`src/rtl/serial_adder.sv`:
```
// Bit-serial adder/subtractor: one full-adder stage plus a carry flop processes
// WIDTH-bit operands LSB-first, one bit per clock, behind a start/busy/done
// handshake. Result and carry are registered and held until the next operation
// completes.
//
// Ports:
//   clk    system clock, rising edge
//   rst_n  asynchronous active-low reset
//   start  request pulse, accepted in IDLE or DONE
//   sub    0: a+b+cin, 1: a-b (a + ~b + 1, cin ignored); captured with start
//   a, b   operands, captured on the accepting edge
//   cin    carry-in for add mode, captured on the accepting edge
//   busy   high while a serial operation is in progress
//   done   one-cycle pulse marking a completed result
//   s      registered sum/difference
//   c      registered carry-out (add) or no-borrow flag (sub: 1 means a>=b)
module serial_adder #(
    parameter int unsigned WIDTH = 8
) (
    input  logic             clk,
    input  logic             rst_n,
    input  logic             start,
    input  logic             sub,
    input  logic [WIDTH-1:0] a,
    input  logic [WIDTH-1:0] b,
    input  logic             cin,
    output logic             busy,
    output logic             done,
    output logic [WIDTH-1:0] s,
    output logic             c
);

    // Counter only needs to reach WIDTH-1; keep at least one bit for WIDTH=1.
    localparam int unsigned CW = (WIDTH > 1) ? $clog2(WIDTH) : 1;
    localparam logic [CW-1:0] LAST = CW'(WIDTH - 1);

    typedef enum logic [1:0] {
        IDLE = 2'd0,
        RUN  = 2'd1,
        DONE = 2'd2
    } state_t;

    state_t           state;
    logic [WIDTH-1:0] sa;
    logic [WIDTH-1:0] sb;
    logic [WIDTH-1:0] res;
    logic             carry;
    logic [CW-1:0]    cnt;

    logic             bit_c;
    logic             carry_c;
    logic [WIDTH-1:0] res_c;

    // Single shared full-adder cell and the result shift-in value.
    always_comb begin
        bit_c   = sa[0] ^ sb[0] ^ carry;
        carry_c = (sa[0] & sb[0]) | (sa[0] & carry) | (sb[0] & carry);
        // Shift-in at MSB written without part-selects so WIDTH=1 stays legal.
        res_c   = (res >> 1) | (WIDTH'(bit_c) << (WIDTH - 1));
    end

    // Control FSM and datapath registers.
    always_ff @(posedge clk or negedge rst_n) begin
        if (!rst_n) begin
            state <= IDLE;
            sa    <= '0;
            sb    <= '0;
            res   <= '0;
            carry <= 1'b0;
            cnt   <= '0;
            busy  <= 1'b0;
            done  <= 1'b0;
            s     <= '0;
            c     <= 1'b0;
        end else begin
            case (state)
                // DONE accepts a new start exactly like IDLE (back-to-back).
                IDLE, DONE: begin
                    done <= 1'b0;
                    if (start) begin
                        sa    <= a;
                        sb    <= sub ? ~b : b;
                        carry <= sub ? 1'b1 : cin;
                        res   <= '0;
                        cnt   <= '0;
                        busy  <= 1'b1;
                        state <= RUN;
                    end else begin
                        state <= IDLE;
                    end
                end

                RUN: begin
                    sa    <= sa >> 1;
                    sb    <= sb >> 1;
                    res   <= res_c;
                    carry <= carry_c;
                    cnt   <= cnt + CW'(1);
                    if (cnt == LAST) begin
                        s     <= res_c;
                        c     <= carry_c;
                        busy  <= 1'b0;
                        done  <= 1'b1;
                        state <= DONE;
                    end
                end

                default: begin
                    busy  <= 1'b0;
                    done  <= 1'b0;
                    state <= IDLE;
                end
            endcase
        end
    end

endmodule

```
`config.mk`:
```
export PLATFORM = sky130hd
export DESIGN_NAME = serial_adder
export DESIGN_NICKNAME = d
export VERILOG_FILES = /design/src/rtl/serial_adder.sv
export SDC_FILE = /design/constraint.sdc
export NUM_CORES = 1
export LEC_CHECK = 0
export ABC_AREA = 1
export BUFFER_PORTS_ARGS = -buffer_cell sky130_fd_sc_hd__buf_2
export CELL_PAD_IN_SITES_DETAIL_PLACEMENT = 1
export CELL_PAD_IN_SITES_GLOBAL_PLACEMENT = 2
export CORE_MARGIN = 3
export CORE_UTILIZATION = 32
export CTS_BUF_LIST = sky130_fd_sc_hd__clkbuf_16
export DETAILED_ROUTE_END_ITERATION = 12
export GPL_ROUTABILITY_DRIVEN = 1
export HOLD_SLACK_MARGIN = 0.06
export PLACE_DENSITY_LB_ADDON = 0.15
export SLEW_MARGIN = 40
export SYNTH_ARGS = -nofsm -noshare
export SYNTH_HDL_FRONTEND = slang
export SYNTH_SLANG_ARGS = --single-unit
```
`constraint.sdc`:
```
create_clock -name clk -period 1.5 [get_ports clk]
set_clock_uncertainty 0.15 [all_clocks]
set_input_delay 0.45 -clock clk [delete_from_list [all_inputs] [get_ports clk]]
set_output_delay 0.45 -clock clk [all_outputs]
set_load 0.02 [all_outputs]
```
==> out/results.tsv <==
metric	value	unit
Design Power	5.03	mW
startpoint types	flop	
post-layout min period	1.47	ns
Port Buf Inserts	31	
syn nets	250	
Synthesis Warnings	0	
ys async rst share	100	%
row cnt	26	
via count	1544	
Rel. slew slack	85.2	%
CTS max path bufs	2	
H-tree depth	2	
Via density	4.49	
critical-path cell list	buf_2	
Post-synth EDFFs	0	
fill cell count	661	
max frequency	0.682	GHz
number of violations reported at the end of detailed-routing iteration 0	42	
met3 usage	3.84	%
Slowest-stage cell, CP	dfrtp_2	
grt met2 use	23.9	%
Clock Sinks	39	
final max-slew violation count	0	
Clock Latency Late Sink	0.28	ns
Leakage	1.30	nW
gp weighted congestion	0.688	
VDD IR-drop max	0.651	mV
CP endpoint kind	primary output	
setup ws final	0.0343	ns
Die Footprint	6630	µm²
fraction of layout cells with a size suffix above 1	24.5	%
grt peak-use layer	met2	
Final Hold Fails	0	
Power per Cell Area	2150	nW/µm²
met1 Use GR	20.7	%
DRC Markers	0	
Final Util	44.1	%
number of routed nets with antenna violations	0	
IO Count	32	
CTS Root Cell	clkbuf_16	
Synth cell types	19	
initial antenna violation count	0	
first-pass GRT wire length	7660	µm
required time of the worst setup path	0.90	ns
Cell Area, Synth	1820	µm²
CTS tree	done	
fin crit share	97.7	%
DIE WIDTH	81.4	µm
initial core utilization	34.3	%
dpl cell area	2140	µm²
Overflow after GRT	0	
most common cell after layout, fill and taps aside	nand2_1	
die height	81.4	µm
post-placement setup slack	0.0828	ns
Critical Path AT	0.87	ns
CP Max Fanout	2	
vias in the first global route	1602	
status	finished, final reports clean	
setup TNS	0	ns
Avg Cell Area, Syn	8.06	µm²
final WL	4360	µm
DRT Pass-1 Iters	4	
Slew @ Worst Pin	0.223	ns
largest net degree at the start of global routing	40	
Num CTS Buffers	5	
family with the most delay on the worst path	flip-flops	
#FFs+latches synth	39	
most frequent cells in the layout	nand2_1 (107), dfrtp_1 (38), nand3_1 (37)	
Bufs and invs on worst path	1	
Synth Flop Type	dfrtp_1	
Final nets	297	
Detail Placement HPWL	3100	µm
max cap viols	0	
CP peak stage delay	0.42	ns
Setup Crit Path Kind	reg -> out	
number of diodes	0	
core area	5300	µm²
Avg WL per Cell	12.7	µm
post-synthesis sequential area ratio	53.6	%
Design Area, Final	2340	µm²
clock edge transition at the registers on the reported setup and hold paths	0.06	ns
RSZ-0062 raised after global routing	no	
final setup fails	0	
area grow syn2layout	28.5	%
Overall Global Routing Usage	15.2	%
synthesized netlist cell count	226	
hold crit path type	in -> reg	
==> where the power goes <==
part / switching, mW / total, mW / internal [mW]
clock: 0.426 / 1.21 / 0.784
combinational: 1.23 / 2.01 / 0.784
sequential: 0.277 / 1.81 / 1.54
total: 1.93 / 5.03 / 3.10
==> cells in the mapped netlist, types with 2 or more instances <==
| library cell | number | area share (%) |
|---|---|---|
| buf_2 | 4 | 1.1 |
| buf_6 | 2 | 1.2 |
| dfrtp_1 | 39 | 54 |
| ha_1 | 2 | 1.4 |
| inv_1 | 16 | 3.3 |
| inv_2 | 3 | 0.62 |
| nand2_1 | 108 | 22 |
| nand2_2 | 2 | 0.69 |
| nand3_1 | 37 | 10 |
| nor2_1 | 3 | 0.62 |
| o21ai_1 | 2 | 0.55 |
==> path summary, 6_finish.rpt <==
kind | from | end | slack [ns] | cells past startpoint
min reg2reg | busy$_DFFE_PN0P_ | busy$_DFFE_PN0P_ | 0.32 | 2
max in group asynchronous | rst_n | done$_DFFE_PN0P_ | 0.46 | 3
min in group asynchronous | rst_n | sa[0]$_DFFE_PN0P_ | 0.51 | 3
max | done$_DFFE_PN0P_ | done | 0.03 | 1
max reg2reg | done$_DFFE_PN0P_ | cnt[0]$_DFFE_PN0P_ | 0.12 | 5
min | a[7] | sa[7]$_DFFE_PN0P_ | 0.23 | 3
==> layer usage <==
metal / routed length (µm) / share of wire [%]
met4: 51 / 1.2
met5: 0 / 0
met2: 2020 / 46
met1: 2110 / 48
met3: 182 / 4.2
==> per-stage QoR <==
step	std cells	hold slack [ns]
floorplan	226	0.00441
global placement	334	0.290
detailed placement	334	0.292
CTS	344	0.222
global route	344	0.232
finish	344	0.230
==> flip-flops by register name (all words and copies together) (netlist names) <==
register / count
s: 8
sa: 8
sb: 8
res: 7
cnt: 3
busy: 1
c: 1
carry: 1
done: 1
state: 1
==> layout make-up <==
cell class,instances,area [µm²],area share [%]
clock inverters,3,43.8,1.87
multi-input cells,160,722,30.9
flip-flops and latches,39,977,41.8
inverters,20,80.1,3.42
repair buffers,47,303,12.9
well taps,70,87.6,3.75
clock buffers,5,125,5.35
==> timing repair <==
action | CTS | global route
hold buffers | 1 | 0
resized for setup | 1 | 5
setup endpoints to repair | 1 | 11
gates cloned | 0 | 0
buffers inserted | 1 | 0
pin swaps | 0 | 1
endpoints found under the hold margin | 39 | 0
==> logic make-up after synthesis <==
family                     count (synthesis)  share of synthesized area, %
AOI/OAI and AO/OA                          4                          1.10
adders and majority gates                  3                          2.47
DFF                                       39                          53.6
buffers and inverters                     27                          7.01
and+or+nand+nor                          153                          35.8
Power figures use the tool's default switching activity.
